$ cat config.mk
export PLATFORM = sky130hd
export DESIGN_NAME = if_fetch_unit
export DESIGN_NICKNAME = d
export VERILOG_FILES = /design/src/rtl/if_fetch_unit.sv
export SDC_FILE = /design/constraint.sdc
export NUM_CORES = 1
export LEC_CHECK = 0
export CORE_AREA = 2 2 147 149
export DETAILED_ROUTE_END_ITERATION = 7
export DIE_AREA = 0 0 149 151
export SYNTH_ARGS = -nofsm -noshare
export SYNTH_HDL_FRONTEND = slang
export SYNTH_SLANG_ARGS = --single-unit
$ cat constraint.sdc
create_clock -name clk -period 4.6 [get_ports clk]
set_input_delay 0.69 -clock clk [delete_from_list [all_inputs] [get_ports clk]]
set_output_delay 0.69 -clock clk [all_outputs]
set_load 0.02 [all_outputs]
$ cat src/rtl/if_fetch_unit.sv
// Instruction-fetch stage: owns the PC, runs the imem req/ack handshake and feeds IF/ID.
// Optional build macro IF_PERF_CNT_EN adds perf_fetch_cnt / perf_wait_cnt outputs.
module if_fetch_unit #(
    parameter logic [31:0] RESET_PC = 32'h0000_0000
) (
    input  logic        clk,
    input  logic        reset,
    input  logic        stall,
    input  logic        flush,
    input  logic [31:0] branch_target,
    output logic        imem_req,
    output logic [31:0] imem_addr,
    input  logic        imem_ack,
    input  logic [31:0] imem_rdata,
    output logic [31:0] pc_plus_4_out,
    output logic [31:0] instruction_out,
    output logic        fetch_valid,
    output logic [31:0] pc_out
`ifdef IF_PERF_CNT_EN
    ,
    output logic [31:0] perf_fetch_cnt,
    output logic [31:0] perf_wait_cnt
`endif
);

    typedef enum logic [1:0] {
        FETCH = 2'd0,
        HOLD  = 2'd1,
        DRAIN = 2'd2
    } state_t;

    state_t      state, state_nxt;
    logic [31:0] pc, pc_nxt;
    logic [31:0] hold_instr, hold_nxt;
    logic [31:0] redirect_pc, redirect_nxt;
    logic        req_c;
    logic        valid_c;
    logic [31:0] instr_c;

    function automatic logic [31:0] pc_inc(input logic [31:0] a);
        return a + 32'd4;
    endfunction

    function automatic logic [31:0] word_align(input logic [31:0] a);
        return a & ~32'h3;
    endfunction

    always_ff @(posedge clk or negedge reset) begin
        if (!reset) begin
            state       <= FETCH;
            pc          <= RESET_PC;
            hold_instr  <= 32'h0;
            redirect_pc <= 32'h0;
        end else begin
            state       <= state_nxt;
            pc          <= pc_nxt;
            hold_instr  <= hold_nxt;
            redirect_pc <= redirect_nxt;
        end
    end

    always_comb begin
        state_nxt    = state;
        pc_nxt       = pc;
        hold_nxt     = hold_instr;
        redirect_nxt = redirect_pc;
        req_c        = 1'b0;
        valid_c      = 1'b0;
        instr_c      = 32'h0;
        case (state)
            FETCH: begin
                req_c = 1'b1;
                if (flush) begin
                    // Without an ack the request must finish at the old address first.
                    if (imem_ack) begin
                        pc_nxt = word_align(branch_target);
                    end else begin
                        redirect_nxt = word_align(branch_target);
                        state_nxt    = DRAIN;
                    end
                end else if (imem_ack) begin
                    if (stall) begin
                        hold_nxt  = imem_rdata;
                        state_nxt = HOLD;
                    end else begin
                        valid_c = 1'b1;
                        instr_c = imem_rdata;
                        pc_nxt  = pc_inc(pc);
                    end
                end
            end
            HOLD: begin
                if (flush) begin
                    hold_nxt  = 32'h0;
                    pc_nxt    = word_align(branch_target);
                    state_nxt = FETCH;
                end else if (!stall) begin
                    valid_c   = 1'b1;
                    instr_c   = hold_instr;
                    pc_nxt    = pc_inc(pc);
                    state_nxt = FETCH;
                end
            end
            DRAIN: begin
                req_c = 1'b1;
                if (imem_ack) begin
                    pc_nxt    = flush ? word_align(branch_target) : redirect_pc;
                    state_nxt = FETCH;
                end else if (flush) begin
                    redirect_nxt = word_align(branch_target);
                end
            end
            default: state_nxt = FETCH;
        endcase
    end

    // Every output is gated low while reset is held.
    assign imem_req        = reset & req_c;
    assign imem_addr       = reset ? pc : 32'h0;
    assign pc_out          = reset ? pc : 32'h0;
    assign fetch_valid     = reset & valid_c;
    assign instruction_out = fetch_valid ? instr_c : 32'h0;
    assign pc_plus_4_out   = fetch_valid ? pc_inc(pc) : 32'h0;

`ifdef IF_PERF_CNT_EN
    always_ff @(posedge clk or negedge reset) begin
        if (!reset) begin
            perf_fetch_cnt <= 32'h0;
            perf_wait_cnt  <= 32'h0;
        end else begin
            if (fetch_valid)
                perf_fetch_cnt <= perf_fetch_cnt + 32'd1;
            if (imem_req && !imem_ack)
                perf_wait_cnt <= perf_wait_cnt + 32'd1;
        end
    end
`endif

endmodule

### Yosys cells after proc, flatten, opt, wreduce, memory -nomap -nowiden

Index checks and enable logic that the tools add are counted.

| cells by class | value |
|---|---|
| add/subtract/negate cells | 1 |
| eq/ne operators | 14 |
| multiplexer cells | 40 |
| bitwise logic cells | 2 |
| reduce and logical (&&, ||, !) cells | 9 |

Operators with widths:

| operator | number |
|---|---|
| $mux 32 | 22 |
| $pmux 32 s2 | 3 |
| $pmux 32 s3 | 1 |
| $add 32x3->32 const B | 1 |
| $ne 2x2->1 const B | 8 |
| $mux 2 | 7 |
| $ne 3x3->1 const B | 4 |
| $reduce_and 5->1 | 2 |
| $pmux 2 s3 | 1 |
| $mux 1 | 5 |
| $reduce_and 4->1 | 1 |
| $reduce_bool 2->1 | 2 |
| $reduce_and 3->1 | 1 |
| $reduce_bool 3->1 | 1 |
| $and 1x1->1 | 2 |
| $eq 2x1->1 const B | 1 |
| $eq 2x2->1 const B | 1 |
| $logic_not 2->1 | 1 |
| $pmux 1 s2 | 1 |
| $reduce_or 2->1 | 1 |

| storage, ports and cells | value |
|---|---|
| register bits | 98 |
| output and inout port bits | 130 |
| logic and storage cells | 70 |

### Logic depth before layout (Yosys ltp)

Gate-level depths: netlist of run 1.

| depth | value |
|---|---|
| depth in word-level cells | 6 |
| mapped depth | 8 |

### Least setup slack after synthesis of run 1

OpenSTA, ideal clock, no wires.

| timing | value |
|---|---|
| path kind | input-to-output |
| start | in flush |
| end | out instruction_out[0] |
| arrival | 2189 ps |
| required time | 3910 ps |
| path slack | 1721 ps |
| stages | 8 |
| buffers on the path | 3 |
| cells stage by stage | buf_4 nor2_1 a221o_1 buf_6 nor3_2 nand2_1 buf_2 nor2_1 |

| between the ends | value |
|---|---|
| word-level cells in the longest chain between the ends | 4 |
| elaborated cells between the ends (all ways) | 8 |
| classes of those cells | mux: 7; bitwise: 1 |

RTL lines:

| item | line | source |
|---|---|---|
| from (decl) | 9 | `input logic flush,` |
| $mux 1, on equally long branches | 93, 73 |  |
| $pmux 1 s2 | 70 | `case (state)` |
| $and 1x1->1 | 121 | `assign fetch_valid = reset & valid_c;` |
| $mux 32 (*) | 122 | `assign instruction_out = fetch_valid ? instr_c : 32'h0;` |
| to (decl) | 16 | `output logic [31:0] instruction_out,` |

Mark *: on every way between the ends. The rest lies on a longest branch, timed or not.

### Final worst setup path of run 1

| timing | value |
|---|---|
| start | in imem_ack |
| end | out instruction_out[0] |

| between the ends | value |
|---|---|
| word-level cells in the longest chain between the ends | 5 |
| elaborated cells between the ends (all ways) | 8 |
| classes of those cells | mux: 7; bitwise: 1 |

RTL lines:

| item | line | source |
|---|---|---|
| from (decl) | 13 | `input logic imem_ack,` |
| $mux 1 | 81 | `end else if (imem_ack) begin` |
| $mux 1 | 73 | `if (flush) begin` |
| $pmux 1 s2 | 70 |  |
| $and 1x1->1 | 121 |  |
| $mux 32 (*) | 122 |  |

Marked as above.

==> flow_metrics.env, run 1 <==
export IMPL_totalNegativeSetupSlack_ps=0
export IMPL_place_hpwl_mm=13.00
export IMPL_timing_worst_slew_pin_value_ps=978.6
export IMPL_synth_edff_count=0
export IMPL_routed_wl_mm=18.68
export IMPL_switching_share=0.3398
export IMPL_worst_r2r_endpoint="pc[9]"
export IMPL_synth_seq_area_share=0.3949
export IMPL_power_density_nw_per_um2=333.5
export IMPL_cap_viol_max_count=0
export IMPL_synth_compound_area_share=0.1602
export IMPL_routed_via_count=5618
export IMPL_worst_r2r_path_depth=4
export IMPL_synth_largest_area_cell="dfrtp_1"
export IMPL_synth_async_sr_flop_share=1.000
export IMPL_static_power_due_to_leakage_uw=0.003300
export IMPL_layout_common_cells="clkdlybuf4s50_1 (194), nand2_1 (103), dfrtp_1 (98), nor2_1 (91), o21ai_0 (62)"
export IMPL_antenna_found_initial=0
export IMPL_grt_pass1_wl_mm=29.73
export IMPL_worst_ir_drop_vdd_uv=161.7
export IMPL_routabilityCongestion=0.7563
export IMPL_number_of_drc_violations_after_detailed_routing=0
export IMPL_tot_gr_track_use=0.1675
export IMPL_clock_power_share=0.282
export IMPL_drt_initial_drc_count=380
export IMPL_core_rowCount=53
export IMPL_grt_overflow_total=0
export IMPL_synth_xor_xnor_area_share=0.03949
export IMPL_cts_buffers=9
export IMPL_worstPathArrival_ps=3100
export IMPL_final_setup_viol_count=0
export IMPL_setup_repair_after_global_routing_missed_its_margin="no"
export IMPL_cp_end_kind="output pin"
export IMPL_post_synth_main_area_contributors="dfrtp_1 (39%), nand2_1 (6.3%), nor2_1 (5.5%)"
export IMPL_dpl_cell_area_um2=8128
export IMPL_power_report_internal_total_uw=1856
export IMPL_clkSinkCount=98
export IMPL_critical_path_peak_fanout=36
export IMPL_synthesis_nets=798
export IMPL_routedWlPerCell_um=16.38
export IMPL_clockBufferDepth=2
export IMPL_timing_rr_start="state[0]"
export IMPL_finished_layout_cell_area_um2=8431
export IMPL_synth_ff_type="dfrtp_1"
export IMPL_status="finished clean"
export IMPL_final_slew_viol_count=0
export IMPL_final_layout_size_suffix_gt1_frac=0.09249
export IMPL_insertedDiodeCount=0
export IMPL_timing_final_hold_violations=0
export IMPL_postRouteAntennaNets=0
export IMPL_core_area_um2=20820
export IMPL_worst_setup_path_type="input pin to output pin"
export IMPL_chipWidth_um=149
export IMPL_port_buffers=196
export IMPL_first_pass_iters=5
export IMPL_clkTransAtPathRegs_ps=70
export IMPL_ioPinCount=199
export IMPL_synth_top_family_by_area="simple AND/OR/NAND/NOR gates"
export IMPL_relSlewSlack=0.3453
export IMPL_ys_seq_elements=98
export IMPL_final_power_uw=2812
export IMPL_post_drt_via_cell_ratio=4.928
export IMPL_power_share_combinational=0.290
export IMPL_syn_instance_count=728
export IMPL_synth_top_area_frac=0.3949
export IMPL_htree_levels=3
export IMPL_reg2reg_setup_slack_ps=1920
export IMPL_period_share=0.8235
export IMPL_clock_latency_ps=350
export IMPL_yosysUniqueCellTypes=55
export IMPL_postCtsSetupBuffers=0
export IMPL_first_global_vias=5515
export IMPL_final_critical_path_setup_slack_ps=811.7
export IMPL_clockRootBuffer="clkbuf_16"
export IMPL_die_height_um=151
export IMPL_achievable_frequency_mhz=264.0
export IMPL_startpoint_type="input pin"
export IMPL_initial_utilization=0.2982
export IMPL_synth_simple_gate_area_frac=0.2416
export IMPL_postCtsResizedCells=0
export IMPL_holdBufCountCts=0
export IMPL_finalWorstPathRequiredPeriod_ps=3788
export IMPL_clock_skew_final_ps=8.074
export IMPL_synth_mux_area_fraction=0.07052
export IMPL_synth_adder_area_share=0.002015
export IMPL_grt_start_max_net_pins=65
export IMPL_power_frac_seq=0.428
export IMPL_synth_cell_area_um2=6210
export IMPL_switching_power_uw=955.4
export IMPL_area_growth_from_synthesis_to_layout_pct=35.76
export IMPL_post_synth_cell_area_avg_um2=8.530
export IMPL_hp_class="input pin to asynchronous set/reset pin"
export IMPL_number_of_warnings_reported_in_the_yosys_synthesis_log=0
export IMPL_tritoncts="built"
export IMPL_final_core_util=0.4049
export IMPL_worst_endpoint_required_ps=3910
export IMPL_dp_worst_slack_ps=805.2
export IMPL_layout_commonest_cell="clkdlybuf4s50_1"
export IMPL_final_nets=930
export IMPL_fp_dieArea_um2=22500
## metrics by stage
| stage | hold slack, ps | cells |
|---|---|---|
| 5_1_grt | 317.0 | 1140 |
| 2_1_floorplan | 394.4 | 728 |
| 3_3_place_gp | 460.4 | 1124 |
| 4_1_cts | 301.0 | 1140 |
| 6_report | 300.5 | 1140 |
| 3_5_place_dp | 471.1 | 1124 |
## sequential cells by signal, summed over array words and instances (netlist names)
signal       flops
pc              32
hold_instr      32
redirect_pc     32
state            2
## worst max-delay path, stage by stage
cell	delay (ps)
clkdlybuf4s50_1	590
nor2_1	150
a221o_1	330
nor3_2	160
nand2_2	80
buf_4	280
nor2_1	180
clkdlybuf4s50_1	630
## power by group through the flow
| stage | logic (uW) | clock network, uW | registers (uW) |
|---|---|---|---|
| after detailed placement | 828 | 0 | 1210 |
| final | 815 | 794 | 1200 |
| after global placement | 815 | 0 | 1210 |
| after CTS | 828 | 815 | 1200 |
| after floorplan | 573 | 0 | 1150 |
| after global routing | 901 | 846 | 1230 |
## worst max path at each step
stage	from	end	slack (ps)	cells after the start
CTS	imem_ack	instruction_out[0]	800	8
global placement	imem_ack	instruction_out[2]	800	8
finish	imem_ack	instruction_out[0]	810	8
detailed placement	imem_ack	instruction_out[0]	810	8
floorplan	flush	instruction_out[0]	1720	8
global route	imem_ack	instruction_out[19]	630	8
## final cells by class
cell class,count,area (um^2)
Sequential cell,98,2452
Multi-Input combinational cell,533,3222
Clock inverter,6,63.81
Tap cell,275,344.1
Clock buffer,10,239.0
Fill cell,2146,12390
Inverter,6,22.52
Timing Repair Buffer,212,2087
## per-layer routing
layer  vias to the layer above  track usage  part of all wire
li1                       2758            -                 -
met1                      2673       0.2216              0.46
met2                       172       0.2726              0.46
met3                        15      0.04066             0.073
met4                         0      0.04905             0.013
met5                         -            0                 0
## synth_stat cells (8+ instances only)
| cell type | number |
|---|---|
| buf_4 | 35 |
| nand2_1 | 105 |
| a21oi_1 | 19 |
| xor2_1 | 15 |
| a22oi_1 | 32 |
| xnor2_1 | 13 |
| nand3_1 | 13 |
| and2_1 | 33 |
| nor3_1 | 14 |
| dfrtp_1 | 98 |
| mux2i_1 | 10 |
| and3_1 | 9 |
| o21ai_0 | 62 |
| nand4_1 | 8 |
| mux2_2 | 29 |
| buf_2 | 18 |
| clkbuf_1 | 31 |
| a221oi_1 | 15 |
| nor2_1 | 91 |
## cells by family (layout without fill, tap and decap cells)
| family | Yosys count | count (layout) |
|---|---|---|
| simple gates | 307 | 307 |
| buf+inv | 97 | 234 |
| compound gates | 157 | 157 |
| flops | 98 | 98 |
| fa+ha+maj | 1 | 1 |
| mux | 40 | 40 |
| xor+xnor | 28 | 28 |
Note: power is estimated with default switching activity, not from simulation.
==> run 2, diff against run 1 <==
clock period = 3.7 ns   (was 4.6 ns; I/O delays follow)
==> flow_metrics.env, run 2 (synthesis gave the netlist of run 1 again) <==
export IMPL_totalNegativeSetupSlack_ps=0
export IMPL_final_slew_viol_count=0
export IMPL_final_seq_area_um2=2452
export IMPL_post_drt_via_cell_ratio=4.977
export IMPL_timing_final_hold_violations=0
export IMPL_cp_end_kind="output pin"
export IMPL_holdBufCountCts=0
export IMPL_dp_worst_slack_ps=439.6
export IMPL_routabilityCongestion=0.7579
export IMPL_grt_pass1_wl_mm=29.85
export IMPL_place_hpwl_mm=12.88
export IMPL_largest_registers="hold_instr x32, pc x32, redirect_pc x32"
export IMPL_critical_path_peak_fanout=7
export IMPL_clock_power_share=0.282
export IMPL_final_setup_viol_count=0
export IMPL_multi_input_comb_area_um2=3222
export IMPL_routedWlPerCell_um=16.33
export IMPL_core_area_um2=20820
export IMPL_postRouteAntennaNets=0
export IMPL_final_power_uw=3514
export IMPL_fp_dieArea_um2=22500
export IMPL_first_pass_iters=5
export IMPL_power_frac_seq=0.425
export IMPL_postCtsSetupBuffers=0
export IMPL_clock_latency_ps=350
export IMPL_power_density_nw_per_um2=412.4
export IMPL_cap_viol_max_count=0
export IMPL_final_layout_size_suffix_gt1_frac=0.1017
export IMPL_htree_levels=3
export IMPL_final_nets=940
export IMPL_core_rowCount=53
export IMPL_finalWorstPathRequiredPeriod_ps=3470
export IMPL_die_height_um=151
export IMPL_period_share=0.9380
export IMPL_port_buffers=196
export IMPL_worst_setup_path_type="flip-flop to output pin"
export IMPL_antenna_found_initial=0
export IMPL_fin_cells=1150
export IMPL_clock_skew_final_ps=8.154
export IMPL_switching_share=0.3387
export IMPL_drt_initial_drc_count=329
export IMPL_relSlewSlack=0.3511
export IMPL_fillers=2171
export IMPL_status="finished clean"
export IMPL_first_global_vias=5504
export IMPL_tritoncts="built"
export IMPL_worstPathArrival_ps=2920
export IMPL_routed_wl_mm=18.78
export IMPL_tot_gr_track_use=0.1681
export IMPL_chipWidth_um=149
export IMPL_ioPinCount=199
export IMPL_cp_slowest_cell="clkdlybuf4s50_1"
export IMPL_worst_ir_drop_vdd_uv=238.7
export IMPL_postCtsResizedCells=0
export IMPL_power_share_combinational=0.293
export IMPL_layout_common_cells="clkdlybuf4s50_1 (194), nand2_1 (103), dfrtp_1 (98), nor2_1 (91), o21ai_0 (62)"
export IMPL_dpl_cell_area_um2=8215
export IMPL_power_report_internal_total_uw=2324
export IMPL_crit_path_max_cell_delay_ps=620
export IMPL_insertedDiodeCount=0
export IMPL_clockBufferDepth=2
export IMPL_initial_utilization=0.2982
export IMPL_timing_worst_slew_pin_value_ps=969.9
export IMPL_layout_commonest_cell="clkdlybuf4s50_1"
export IMPL_grt_start_max_net_pins=70
export IMPL_setup_repair_after_global_routing_missed_its_margin="no"
export IMPL_achievable_frequency_mhz=288.1
export IMPL_startpoint_type="flip-flop"
export IMPL_worst_endpoint_required_ps=3140
export IMPL_grt_overflow_total=0
export IMPL_cts_buffers=9
export IMPL_routed_via_count=5723
export IMPL_hp_class="input pin to asynchronous set/reset pin"
export IMPL_area_growth_from_synthesis_to_layout_pct=37.20
export IMPL_number_of_drc_violations_after_detailed_routing=0
export IMPL_switching_power_uw=1190
export IMPL_clkTransAtPathRegs_ps=70
export IMPL_clkSinkCount=98
export IMPL_final_critical_path_setup_slack_ps=229.5
export IMPL_finished_layout_cell_area_um2=8519
export IMPL_placed_cell_count=1134
export IMPL_clockRootBuffer="clkbuf_16"
export IMPL_worstPathCellList="nand4_1 > nor4_4 > nand3_1 > xor2_1 > nor2_1 > clkdlybuf4s50_1"
export IMPL_static_power_due_to_leakage_uw=0.003359
-- run 2: path summary, 6_finish.rpt --
kind	startpoint	to	slack, ps	cells past startpoint
setup / recovery	pc[4]	pc_plus_4_out[31]	230	6
max in group asynchronous	reset	redirect_pc[20]	2930	3
min in group clk	hold_instr[28]	hold_instr[28]	480	2
hold reg to reg	hold_instr[28]	hold_instr[28]	480	2
setup reg to reg	state[1]	pc[23]	1260	6
hold / removal	reset	hold_instr[11]	20	1
-- run 2: layout make-up --
type,count,area share
well taps,275,0.04039
clock inverters,5,0.007196
multi-input cells,533,0.3782
inverters,6,0.002644
flip-flops and latches,98,0.2879
repair buffers,222,0.2553
clock buffers,11,0.02849
-- run 2: metal layers --
layer  GRT usage  vias up  routed length [um]
li1            -     2786                   -
met1      0.2165     2745                8342
met2      0.2760      182                8808
met3     0.05482       10                1432
met4     0.03619        0                 192
met5           0        -                   0
-- run 2: per-stage QoR --
stage          utilization  hold slack (ps)
3_5_place_dp        0.3945            391.6
3_3_place_gp        0.3945            391.5
5_1_grt             0.4091            4.768
4_1_cts             0.4091            11.67
6_report            0.4091            19.90
2_1_floorplan            -            259.4
-- run 2: critical path, delay by kind of cell (launching register included) --
family | cells | cell delay [ps]
buffers and inverters | 1 | 620
DFF | 1 | 510
xor gates and xnor gates | 1 | 210
and+or+nand+nor | 4 | 1250
-- run 2: power groups by stage --
stage	Clock (uW)	Combinational (uW)	Sequential, uW
after global routing	1070	1130	1530
after detailed placement	0	1040	1510
after global placement	0	1030	1500
final	991	1030	1490
after CTS	1030	1050	1490
after floorplan	0	712	1430
==> run 3, diff against run 2 <==
SLEW_MARGIN = 20   (was not set)
==> results of run 3 <==
Same layout as run 2: the final DEF is identical, and so are final timing and power.
